--- config.mk ---
export PLATFORM = sky130hd
export DESIGN_NAME = debounce_multi
export DESIGN_NICKNAME = d
export VERILOG_FILES = /design/src/rtl/debounce_multi_pkg.sv /design/src/rtl/debounce_multi_channel.sv /design/src/rtl/debounce_multi.sv
export SDC_FILE = /design/constraint.sdc
export NUM_CORES = 1
export LEC_CHECK = 0
export ABC_CLOCK_PERIOD_IN_PS = 2800
export CELL_PAD_IN_SITES_DETAIL_PLACEMENT = 1
export CELL_PAD_IN_SITES_GLOBAL_PLACEMENT = 1
export CORE_MARGIN = 2
export CORE_UTILIZATION = 42
export CTS_CLUSTER_DIAMETER = 200
export DETAILED_ROUTE_END_ITERATION = 10
export PLACE_DENSITY = 0.74
export SYNTH_ARGS = -nofsm -noshare
export SYNTH_HDL_FRONTEND = slang
export SYNTH_SLANG_ARGS = --single-unit
--- constraint.sdc ---
create_clock -name clk -period 2.8 [get_ports clk]
set_clock_uncertainty 0.05 [all_clocks]
set_input_delay 0.42 -clock clk [delete_from_list [all_inputs] [get_ports clk]]
set_output_delay 0.42 -clock clk [all_outputs]
set_load 0.02 [all_outputs]
--- src/rtl/debounce_multi_pkg.sv ---
// Shared helpers and default widths for the multi-channel debouncer.
package debounce_multi_pkg;

  localparam int DEF_N_CH        = 4;
  localparam int DEF_DIV         = 50000;
  localparam int DEF_STABLE      = 4;
  localparam int DEF_SYNC_STAGES = 2;

  // Ceiling log2; clog2(1) = 0.
  function automatic int clog2(input int value);
    int w;
    w = 0;
    while ((1 << w) < value) w++;
    return w;
  endfunction

  // Register width able to hold n_states distinct values, never narrower than 1 bit
  // so that DIV = 1 still yields a legal (constant-zero) prescaler register.
  function automatic int cnt_width(input int n_states);
    return (clog2(n_states) < 1) ? 1 : clog2(n_states);
  endfunction

  // Widths for the default configuration; modules derive their own from their parameters.
  localparam int PCNT_W = cnt_width(DEF_DIV);
  localparam int CNT_W  = cnt_width(DEF_STABLE + 1);

endpackage

--- src/rtl/debounce_multi_channel.sv ---
// One debounce channel: input synchroniser, stability counter, level and edge pulses.
module debounce_channel
  import debounce_multi_pkg::*;
#(
  parameter int STABLE      = DEF_STABLE,
  parameter int SYNC_STAGES = DEF_SYNC_STAGES
) (
  input  logic clk,
  input  logic reset,
  input  logic tick_i,
  input  logic btn_i,
  output logic level_o,
  output logic rise_o,
  output logic fall_o
);

  localparam int                  CNT_BITS = cnt_width(STABLE + 1);
  localparam logic [CNT_BITS-1:0] CNT_LAST = CNT_BITS'(STABLE - 1);

  logic [SYNC_STAGES-1:0] sync_q;
  logic                   s_sync;
  logic [CNT_BITS-1:0]    cnt_q, cnt_d;
  logic                   level_q, level_d;
  logic                   rise_q, rise_d;
  logic                   fall_q, fall_d;

  assign s_sync = sync_q[SYNC_STAGES-1];

  // Synchroniser runs every cycle, independent of enable/tick.
  always_ff @(posedge clk) begin
    if (reset) sync_q <= '0;
    else       sync_q <= {sync_q[SYNC_STAGES-2:0], btn_i};
  end

  // On each tick: agreement restarts the count, STABLE disagreements flip the level.
  always_comb begin
    cnt_d   = cnt_q;
    level_d = level_q;
    rise_d  = 1'b0;
    fall_d  = 1'b0;
    if (tick_i) begin
      if (s_sync == level_q) begin
        cnt_d = '0;
      end else if (cnt_q == CNT_LAST) begin
        cnt_d   = '0;
        level_d = s_sync;
        rise_d  = s_sync;
        fall_d  = ~s_sync;
      end else begin
        cnt_d = cnt_q + CNT_BITS'(1);
      end
    end
  end

  // Counter, level and single-cycle pulse registers.
  always_ff @(posedge clk) begin
    if (reset) begin
      cnt_q   <= '0;
      level_q <= 1'b0;
      rise_q  <= 1'b0;
      fall_q  <= 1'b0;
    end else begin
      cnt_q   <= cnt_d;
      level_q <= level_d;
      rise_q  <= rise_d;
      fall_q  <= fall_d;
    end
  end

  assign level_o = level_q;
  assign rise_o  = rise_q;
  assign fall_o  = fall_q;

endmodule

--- src/rtl/debounce_multi.sv ---
// Multi-channel debouncer top: shared sample-tick prescaler plus one channel per input.
module debounce_multi
  import debounce_multi_pkg::*;
#(
  parameter int N_CH        = DEF_N_CH,
  parameter int DIV         = DEF_DIV,
  parameter int STABLE      = DEF_STABLE,
  parameter int SYNC_STAGES = DEF_SYNC_STAGES
) (
  input  logic            clk,
  input  logic            reset,
  input  logic            enable,
  input  logic [N_CH-1:0] btn_in,
  output logic [N_CH-1:0] btn_out,
  output logic [N_CH-1:0] rise,
  output logic [N_CH-1:0] fall,
  output logic            tick
);

  localparam int                   PCNT_BITS = cnt_width(DIV);
  localparam logic [PCNT_BITS-1:0] PCNT_LAST = PCNT_BITS'(DIV - 1);

  logic [PCNT_BITS-1:0] pcnt_q, pcnt_d;

  assign tick = enable && (pcnt_q == PCNT_LAST);

  // Prescaler wraps at DIV-1 and holds while enable is low.
  always_comb begin
    pcnt_d = pcnt_q;
    if (tick)        pcnt_d = '0;
    else if (enable) pcnt_d = pcnt_q + PCNT_BITS'(1);
  end

  // Prescaler register.
  always_ff @(posedge clk) begin
    if (reset) pcnt_q <= '0;
    else       pcnt_q <= pcnt_d;
  end

  for (genvar i = 0; i < N_CH; i++) begin : g_ch
    debounce_channel #(
      .STABLE      (STABLE),
      .SYNC_STAGES (SYNC_STAGES)
    ) u_ch (
      .clk     (clk),
      .reset   (reset),
      .tick_i  (tick),
      .btn_i   (btn_in[i]),
      .level_o (btn_out[i]),
      .rise_o  (rise[i]),
      .fall_o  (fall[i])
    );
  end

endmodule

# Word-level counts from Yosys, hierarchy flattened
# Index checks and enable logic that the tools add are counted.
# word_totals
output_inout_bits	13
memories	0
ram_bits	0
register_bits	48
inputBits	7
rom_bits	0
latch_bits	0
word_cells	66
# op_classes
mux	8
n_addsub	5
div_mod_pow	0
n_mul	0
n_bitwise	13
eq_ne	9
n_reduce_logical	10
n_shift	0
n_lt_le_gt_ge	0
# ops
op	count
$mux 3	8
$add 16x1->16 const B	1
$eq 16x16->1 const B	1
$reduce_or 4->1	4
$not 1->1	13
$add 3x1->3 const B	4
$eq 3x2->1 const B	4
$reduce_and 3->1	4
$eq 1x1->1	4
$reduce_or 2->1	1
$logic_and 1x1->1	1

# Longest topological paths before layout
# logic_depth
word_depth	4
ltp_mapped	7
mapped_depth_nobuf	6

# Hierarchy
# Synthesis repeated with hierarchy kept, for this count alone.
# hier_totals
hier_cells	194
hier_area_um2	1941.9
# modules_own_cells
module	cells_per_inst	area_each_um2	n_inst
debounce_channel	27	292.8	4
debounce_multi	86	770.7	1

# Worst setup path before layout
# OpenSTA, ideal clock, no wires.
# synth_path
path_kind	register to register
start	register pcnt_q[13]
end	register g_ch[2].u_ch.cnt_q[0]
arrival_time_ns	2.080
setup_time_ns	0.070
path_slack_ns	0.600
t_required_ns	2.680
period_less_slack_ns	2.200
path_buffers	1
path_stages_with_launch	6
cell_sequence	dfxtp_1 -> or4b_1 -> or4_4 -> buf_6 -> or4b_1 -> a21oi_1
# synth_via
elab_chain_cells	2
# synth_lines
item	line	source
start: declaration	debounce_multi.sv:23	logic [PCNT_BITS-1:0] pcnt_q, pcnt_d;
start signal: assignment	debounce_multi.sv:37	else pcnt_q <= pcnt_d;
$eq 16x16->1	debounce_multi.sv:25	assign tick = enable && (pcnt_q == PCNT_LAST);
$logic_and 1x1->1	debounce_multi.sv:25	
end signal: assignment	debounce_multi_channel.sv:63	cnt_q <= cnt_d;
end: declaration	debounce_multi_channel.sv:22	logic [CNT_BITS-1:0] cnt_q, cnt_d;
# No other way between the ends.
# A chain may end at the register's enable or synchronous reset.

# Final worst setup path
# layout_path
start	register pcnt_q[1]
end	output tick
# layout_via
elab_chain_cells	2
# layout_lines
item	line	source
$eq 16x16->1	debounce_multi.sv:25	
$logic_and 1x1->1	debounce_multi.sv:25	
end: declaration	debounce_multi.sv:17	output logic tick
# No other way between the ends.

==> run summary <==
Area contributors post-synth: dfxtp_1, xnor2_1, buf_4
Net Switching: 0.268 mW
syn avg cell area: 9.07 sq um
1st-pass router iterations: 2
layout cells sized above 1: 0.0726
grt ovf: 0
Primary FF master, synth: dfxtp_1
ANT nets after route: 0
total power: 1.25 mW
Max Root-Sink Buffers: 2
Slew HR: 0.764
cts bufs inserted: 5
Routed WL per cell: 13.3 um
Slew Viols, Final: 0
Internal: 0.979 mW
Clk network pwr share: 0.404
Initial Util: 0.432
Synthesized Nets: 234
status: completed
most frequent cells in the layout: dfxtp_1, nor2_1, clkdlybuf4s50_1, xnor2_1
peak supply drop: 0.000241 V
post-synth top area share: 0.477
pin count of the biggest net entering global routing: 22
Synth Instances: 222
register area share after synthesis: 0.477
Clock Tree Root: clkbuf_8
IO buf count: 19
HP Class: reg2reg
antenna violations before repair: 0
vias per cell: 5.16
pwr dens: 540 nW/um^2
Leak: 0.797 nW
final period utilization: 0.943
Setup CP Type: reg2out
Reg-to-Reg Start: pcnt_q[1]
detailed placement HPWL: 2.70 mm
Yosys top cell by area: dfxtp_1
routed wire length: 3.84 mm
RR Endpoint: g_ch[2].u_ch.cnt_q[0]
most common cell after layout, fill and taps aside: dfxtp_1
gpl congestion: 0.756
Least-Margin Pin Slew: 354 ps
maxcap violations: 0
nets@finish: 245
CP max FO: 5
number of synthesized flops with an enable pin: 0
Mapped Area: 2010 sq um
H-Tree Depth: 2
Post-DP Area: 2200 sq um
FF-to-FF path depth: 6
endpoints failing setup: 0
Netlist cell types: 30
Final Hold Viols: 0
# fillers: 548
Via Count: 1487
WHS Endpoint: g_ch[2].u_ch.sync_q[1]
global-route wire length before repair: 6.50 mm
final core utilization: 0.496
register bit total from synthesis: 48
worst hold stages: 1
fin crit period: 2640 ps
Die Wd: 73.3 um
Gate power share: 0.038
pre-CTS setup slack: -23.8 ps
clk sink count: 48
share of flip-flops with an asynchronous set or reset: 0
die area: 5370 sq um
Sw Share: 0.215
drc violations: 0
RSZ-0062 raised after global routing: no
core area: 4660 sq um
Startpoint Class: flip-flop
fin area: 2310 sq um
hold_ws: 394 ps
CTS tree: done
HP Start: g_ch[2].u_ch.sync_q[0]
synth warn: 0
hold_buf cts: 0
n_diodes: 0
setup bufs post-CTS: 0
Req. time, crit path: 2330 ps
Worst-path clk slew: 90 ps
r2r setup slk: 410 ps
critical path capture point type: primary output
WP data arrival: 2170 ps
Die Ht: 73.3 um
FMAX: 379 MHz
Post-CTS Resized: 1
PnR worst setup slack: 158 ps
I/O Pins: 20
Total GRT Usage: 0.156
vias in the first global route: 1440
synthesis-to-finish area growth: 14.7%
sequential fraction of design power: 0.558
row count: 25
Skew-Pair Late Insertion Delay: 300 ps
initial DRC count: 74
[power by group through the flow]
stage	combinational, mW	clock [mW]	sequential (mW)
final	0.0475	0.503	0.696
after global routing	0.0538	0.541	0.698
after CTS	0.0489	0.515	0.697
after detailed placement	0.0485	0	0.713
after global placement	0.0477	0	0.712
after floorplan	0.0257	0	0.712
[metal layers]
| layer | global-route usage | wire length [um] | up-vias |
|---|---|---|---|
| met1 | 0.187 | 1790 | 701 |
| met3 | 0.0302 | 89 | 9 |
| met2 | 0.267 | 1880 | 17 |
| met5 | 0 | 0 | - |
| li1 | - | - | 760 |
| met4 | 0.0741 | 76 | 0 |
[per-stage QoR]
| stage | setup TNS, ps | std cells |
|---|---|---|
| global placement | -8.54 | 280 |
| floorplan | 0 | 222 |
| global route | 0 | 288 |
| CTS | 0 | 288 |
| finish | 0 | 288 |
| detailed placement | -23.8 | 280 |
[kinds of logic (layout without fill, tap and decap cells)]
logic type / Yosys count / in the layout / share of synthesized area
and+or+nand+nor: 97 / 97 / 0.267
buffers and inverters: 32 / 44 / 0.0863
AOI/OAI and AO/OA: 20 / 20 / 0.0497
muxes: 2 / 2 / 0.0106
DFF: 48 / 48 / 0.477
xor gates and xnor gates: 18 / 18 / 0.0783
adders and majority gates: 5 / 5 / 0.0311
[cells in the mapped netlist (2+ instances only)]
library cell,count
and3b_1,2
nor2b_1,9
a21oi_1,14
nor4b_1,3
or3_1,3
clkbuf_1,7
dfxtp_1,48
nand2_1,14
nor4_1,12
nand3_1,8
xnor2_1,15
nand2b_1,4
buf_4,12
or4b_1,3
o21ai_0,6
xor2_1,3
nand4_1,5
nand3b_1,4
nor3_1,5
inv_1,10
ha_1,5
nor2_1,22
[final cells by class]
| type | count | area [sq um] | area share |
|---|---|---|---|
| timing repair buffer | 26 | 254 | 0.110 |
| clock buffer | 5 | 68.8 | 0.0298 |
| inverter | 10 | 37.5 | 0.0162 |
| clock inverter | 3 | 42.5 | 0.0184 |
| sequential | 48 | 961 | 0.416 |
| tap | 54 | 67.6 | 0.0292 |
| multi-input combinational | 142 | 880 | 0.381 |
[sequential cells by signal (all words and copies together) (netlist names)]
signal	cells
g_ch.u_ch.rise_o	4
g_ch.u_ch.fall_o	4
g_ch.u_ch.cnt_q	12
g_ch.u_ch.sync_q	8
pcnt_q	16
g_ch.u_ch.level_o	4
[worst max-delay path, stage by stage (launching register included)]
cell and delay [ps]:
dfxtp_1 410, ha_1 250, nand4_1 190, or4_4 580
inv_1 100, dlygate4sd2_1 340
[worst max path at each step]
stage                     slack (ps)        from  depth (start not counted)                     to
after global placement            -9      enable                          5                   tick
after detailed placement         -20      enable                          5                   tick
after global routing              50   pcnt_q[1]                          5                   tick
final                            160   pcnt_q[1]                          5                   tick
after floorplan                  600  pcnt_q[13]                          5  g_ch[2].u_ch.cnt_q[0]
after CTS                        130   pcnt_q[1]                          5                   tick
Power figures use the tool's default switching activity.
